**config.mk**
```make
export PLATFORM = sky130hd
export DESIGN_NAME = otter_cu_fsm
export DESIGN_NICKNAME = d
export VERILOG_FILES = /design/src/rtl/otter_pkg.sv /design/src/rtl/otter_cu_fsm.sv
export SDC_FILE = /design/constraint.sdc
export NUM_CORES = 1
export LEC_CHECK = 0
export ABC_AREA = 1
export BUFFER_PORTS_ARGS = -buffer_cell sky130_fd_sc_hd__clkbuf_2
export CAP_MARGIN = 20
export CORE_MARGIN = 2
export CORE_UTILIZATION = 25
export CTS_CLUSTER_DIAMETER = 60
export DETAILED_ROUTE_END_ITERATION = 16
export GPL_TIMING_DRIVEN = 0
export PLACE_DENSITY = 0.51
export SLEW_MARGIN = 25
export SYNTH_ARGS = -nofsm -noshare
export SYNTH_HDL_FRONTEND = slang
export SYNTH_SLANG_ARGS = --single-unit
```
**constraint.sdc**
```tcl
create_clock -name CLK -period 3.42 [get_ports CLK]
set_input_delay 0.342 -clock CLK [delete_from_list [all_inputs] [get_ports CLK]]
set_output_delay 0.342 -clock CLK [all_outputs]
set_load 0.01 [all_outputs]
```
**src/rtl/otter_pkg.sv**
```systemverilog
// Shared definitions for the OTTER control unit.
// State encodings are fixed so fsm_state stays readable in debug.
package otter_pkg;

    typedef enum logic [2:0] {
        ST_INIT  = 3'd0,
        ST_FETCH = 3'd1,
        ST_EXEC  = 3'd2,
        ST_WB    = 3'd3,
        ST_INTR  = 3'd4,
        ST_HALT  = 3'd5
    } cu_state_e;

    localparam logic [6:0] LOAD   = 7'b0000011;
    localparam logic [6:0] STORE  = 7'b0100011;
    localparam logic [6:0] BRANCH = 7'b1100011;
    localparam logic [6:0] SYSTEM = 7'b1110011;
    localparam logic [6:0] OP     = 7'b0110011;
    localparam logic [6:0] OP_IMM = 7'b0010011;
    localparam logic [6:0] LUI    = 7'b0110111;
    localparam logic [6:0] AUIPC  = 7'b0010111;
    localparam logic [6:0] JAL    = 7'b1101111;
    localparam logic [6:0] JALR   = 7'b1100111;

    localparam logic [2:0] F3_PRIV = 3'b000;

    function automatic logic is_csr_f3(input logic [2:0] f3);
        return (f3 == 3'b001) || (f3 == 3'b010) || (f3 == 3'b011);
    endfunction

endpackage

```
**src/rtl/otter_cu_fsm.sv**
```systemverilog
// Multi-cycle control FSM for the OTTER RV32I core.
// Sequences fetch/exec/writeback/interrupt entry with a memory stall watchdog.
module otter_cu_fsm
    import otter_pkg::*;
#(
    parameter int STALL_MAX = 16
) (
    input  logic       CLK,
    input  logic       RST,
    input  logic [6:0] ir_opcode,
    input  logic [2:0] ir_funct3,
    input  logic       intr,
    input  logic       mie,
    input  logic       imem_ready,
    input  logic       dmem_ready,
    output logic       PCWrite,
    output logic       regWrite,
    output logic       memRDEN1,
    output logic       memRDEN2,
    output logic       memWE2,
    output logic       rst_out,
    output logic       csr_WE,
    output logic       int_taken,
    output logic       mret_exec,
    output logic       mem_timeout,
    output logic [2:0] fsm_state
);

    localparam int CW = $clog2(STALL_MAX);

    cu_state_e     state_q, state_d;
    logic [CW-1:0] stall_cnt_q, stall_cnt_d;
    logic          mem_timeout_q, mem_timeout_d;

    logic      is_load, is_store, is_mret, is_csr, is_rd;
    logic      waiting, ready, stalled, limit;
    cu_state_e exit_st;

    always_comb begin
        is_load  = (ir_opcode == LOAD);
        is_store = (ir_opcode == STORE);
        is_mret  = (ir_opcode == SYSTEM) && (ir_funct3 == F3_PRIV);
        is_csr   = (ir_opcode == SYSTEM) && is_csr_f3(ir_funct3);
        is_rd    = (ir_opcode == OP)    || (ir_opcode == OP_IMM)
                || (ir_opcode == LUI)   || (ir_opcode == AUIPC)
                || (ir_opcode == JAL)   || (ir_opcode == JALR);
    end

    // Interrupts are only taken at instruction boundaries.
    assign exit_st = (intr && mie) ? ST_INTR : ST_FETCH;

    always_comb begin
        waiting = 1'b0;
        ready   = 1'b0;
        unique case (state_q)
            ST_FETCH: begin
                waiting = 1'b1;
                ready   = imem_ready;
            end
            ST_EXEC: begin
                waiting = is_store;
                ready   = dmem_ready;
            end
            ST_WB: begin
                waiting = 1'b1;
                ready   = dmem_ready;
            end
            default: ;
        endcase
    end

    assign stalled = waiting && !ready;
    assign limit   = stalled && (stall_cnt_q == CW'(STALL_MAX - 1));

    always_comb begin
        state_d   = state_q;
        PCWrite   = 1'b0;
        regWrite  = 1'b0;
        memRDEN1  = 1'b0;
        memRDEN2  = 1'b0;
        memWE2    = 1'b0;
        rst_out   = 1'b0;
        csr_WE    = 1'b0;
        int_taken = 1'b0;
        mret_exec = 1'b0;
        unique case (state_q)
            ST_INIT: begin
                rst_out = 1'b1;
                state_d = ST_FETCH;
            end
            ST_FETCH: begin
                memRDEN1 = 1'b1;
                if (imem_ready) state_d = ST_EXEC;
            end
            ST_EXEC: begin
                unique case (1'b1)
                    is_load: begin
                        memRDEN2 = 1'b1;
                        state_d  = ST_WB;
                    end
                    is_store: begin
                        memWE2 = 1'b1;
                        if (dmem_ready) begin
                            PCWrite = 1'b1;
                            state_d = exit_st;
                        end
                    end
                    // mie is still the pre-restore value here.
                    is_mret: begin
                        mret_exec = 1'b1;
                        PCWrite   = 1'b1;
                        state_d   = ST_FETCH;
                    end
                    is_csr: begin
                        csr_WE   = 1'b1;
                        regWrite = 1'b1;
                        PCWrite  = 1'b1;
                        state_d  = exit_st;
                    end
                    is_rd: begin
                        regWrite = 1'b1;
                        PCWrite  = 1'b1;
                        state_d  = exit_st;
                    end
                    default: begin
                        PCWrite = 1'b1;
                        state_d = exit_st;
                    end
                endcase
            end
            ST_WB: begin
                if (dmem_ready) begin
                    regWrite = 1'b1;
                    PCWrite  = 1'b1;
                    state_d  = exit_st;
                end
            end
            ST_INTR: begin
                int_taken = 1'b1;
                PCWrite   = 1'b1;
                state_d   = ST_FETCH;
            end
            ST_HALT: ;
            default: state_d = ST_INIT;
        endcase
        if (limit) state_d = ST_HALT;
    end

    always_comb begin
        stall_cnt_d   = '0;
        mem_timeout_d = mem_timeout_q || limit;
        if (stalled && !limit) stall_cnt_d = stall_cnt_q + CW'(1);
    end

    always_ff @(posedge CLK or posedge RST) begin
        if (RST) begin
            state_q       <= ST_INIT;
            stall_cnt_q   <= '0;
            mem_timeout_q <= 1'b0;
        end else begin
            state_q       <= state_d;
            stall_cnt_q   <= stall_cnt_d;
            mem_timeout_q <= mem_timeout_d;
        end
    end

    assign mem_timeout = mem_timeout_q;
    assign fsm_state   = state_q;

endmodule

```
==> metrics.md <==
| Metric | Value |
|---|---|
| Yosys top cell by area | `dfrtp_1` |
| Synth cell types | `23` |
| Seq/Total Area, Yosys | `27.9%` |
| DP Wirelength | `1460 um` |
| Largest family of logic cells by synthesized area | `simple AND/OR/NAND/NOR gates` |
| Max Transition Viols Final | `0` |
| Largest net degree at the start of global routing | `9` |
| Synth Area in Adders | `1.75%` |
| Final clock skew | `5.23 ps` |
| Vias per cell | `4.53` |
| P_leak | `0.517 nW` |
| Pre-CTS WS | `1710 ps` |
| Hold_buf cts | `0` |
| Complex-gate fraction of the synthesized area | `9.77%` |
| Clock tree buffer depth | `2` |
| Core area | `2730 um^2` |
| Origin of the critical flop-to-flop path | `fsm_state[2]` |
| Final period util | `58.0%` |
| Worst slew pin tran | `319 ps` |
| Max VDD drop | `405 uV` |
| Syn avg cell area | `6.83 um^2` |
| Net count after synthesis | `122` |
| Fraction of registers with async set or reset after synthesis | `100%` |
| Peak Freq | `0.505 GHz` |
| Reg-to-Reg End | `fsm_state[1]` |
| Critical path class | `flip-flop to output pin` |
| Syn Std Cell Area | `717 um^2` |
| TNS Setup | `0 ps` |
| XOR/XNOR Fraction of Synth Area | `2.44%` |
| GP Congestion | `0.844` |
| Hold Vio Cnt, Final | `0` |
| Horiz. Die Dim | `57.6 um` |
| Synth Area in Simple Gates | `47.8%` |
| Postcts setup bufs | `0` |
| Via count | `756` |
| Reg2Reg Depth | `8` |
| Commonest non-fill, non-tap cells in the layout | `28 x clkbuf_2, 20 x nand2_1, 19 x nor2_1, 15 x inv_1` |
| Latest clock arrival within the worst-skew pair | `250 ps` |
| P&R area growth vs syn | `28.1%` |
| CTS tree | `yes` |
| Final antenna-violating net count | `0` |
| Prevailing post-synth register cell | `dfrtp_1` |
| Commonest non-fill, non-tap cell in the layout | `clkbuf_2` |
| Layout cells sized above 1 | `35.3%` |
| Final setup viols | `0` |
| Critical path required time | `3080 ps` |
| H-Tree Depth | `1` |
| Critical path arrival | `1640 ps` |
| Nets | `155` |
| Input/output buffers | `28` |
| Max cap viols | `0` |
| Yosys reg bits | `8` |
| Number of flops mapped to enable cells by yosys | `0` |
| Slew HR | `78.7%` |
| WL per Instance | `10.0 um` |
| Status | `finished, final reports clean` |
| Crit. End Element | `output pin` |
| # resized after CTS | `0` |
| RSZ-0062 raised after global routing | `false` |
| Tmin final | `1980 ps` |
| Register-to-register setup slack | `2050 ps` |
| Drt first-iter violations | `37` |
| N_diodes | `0` |
| Synth top area share | `27.9%` |
| Synth warn | `0` |
| Vias in the first global route | `706` |
| Clock tree sinks | `8` |
| PwrDens | `648 nW/um^2` |
| Worst Path Max Fanout | `7` |
| Num rows | `19` |
| CP Launch Type | `flip-flop` |
| Multiplexer area fraction after synthesis | `0%` |
| Synth area leaders | `dfrtp_1 28%, nand2_1 10%, nor2_1 9.9%` |
| Initial antenna violation count | `0` |
| Clk pin slew, worst setup/hold paths | `50 ps` |
| Worst hold path class | `primary input to asynchronous set/reset pin` |
| Num CTS Buffers | `3` |
| GRT Util Overall | `10.7%` |
| CTS root buffer | `clkbuf_4` |
| Initial core utilization | `26.2%` |
| I/O Pins | `29` |
| GRT overflow | `0` |
| Syn Inst Count | `105` |
| Final setup margin | `1440 ps` |
| Die Footprint | `3310 um^2` |
| Post-Route WL | `1680 um` |
| Die height | `57.6 um` |
| Remaining DRCs | `0` |
| Drt first pass iters | `4` |
| Global-route wire length before repair | `2850 um` |
[kinds of logic after synthesis]
group,Yosys count
compound gates,11
flops,8
simple gates,64
buf+inv,19
xor+xnor,2
fa+ha+maj,1
[per-stage QoR]
| step | cell area (um^2) | cells | utilization (%) | total power, mW | hold WS, ps |
|---|---|---|---|---|---|
| floorplan | 717 | 105 | - | 0.424 | 158 |
| global placement | 896 | 164 | 32.8 | 0.529 | 279 |
| detailed placement | 896 | 164 | 32.8 | 0.531 | 275 |
| CTS | 918 | 167 | 33.6 | 0.604 | 3.82 |
| global route | 918 | 167 | 33.6 | 0.659 | 20.5 |
| finish | 918 | 167 | 33.6 | 0.595 | 3.88 |
[Yosys cell counts, drive strengths merged, types with 4 or more instances]
cell	n
nand2	25
nor2	23
inv	19
nand3	11
dfrtp	8
a21oi	5
o21ai	5
nand4	4
[worst max path at each step]
stage                 startpoint       to  slack, ps
finish              fsm_state[2]  PCWrite       1440
detailed placement  fsm_state[2]  PCWrite       1710
global placement    fsm_state[2]  PCWrite       1740
CTS                 fsm_state[2]  PCWrite       1440
global route        fsm_state[2]  PCWrite       1310
floorplan           fsm_state[2]  PCWrite       1890
[power by group]
group	switching [mW]	leakage, nW	internal [mW]
sequential	0.0492	0.101	0.124
combinational	0.221	0.402	0.133
clock	0.0276	0.0138	0.0398
total	0.298	0.517	0.297
[sequential cells by signal (all words and copies together) (netlist names)]
name and count:
fsm_state 3, stall_cnt_q 4, mem_timeout 1
[final cells by class]
type,instances,area (um^2)
Tap cell,31,38.8
Clock buffer,3,22.5
Inverter,19,73.8
Multi-Input combinational cell,78,443
Fill cell,308,1820
Timing Repair Buffer,28,140
Sequential cell,8,200
[routing by layer]
metal / GRT usage (%) / vias up / wire [um]
li1: - / 398 / -
met1: 14.5 / 328 / 808
met2: 16.9 / 26 / 710
met3: 1.59 / 4 / 142
met4: 4.65 / 0 / 14
met5: 0 / - / 0
[critical path, cell delays in order (launching register included)]
cell and delay, ps:
dfrtp_1 470, inv_4 140, nand2_4 60, nor2_4 180
nand3_4 120, inv_1 110, nand2_1 50, o2111ai_1 80
clkbuf_2 170
Power figures use the tool's default switching activity.
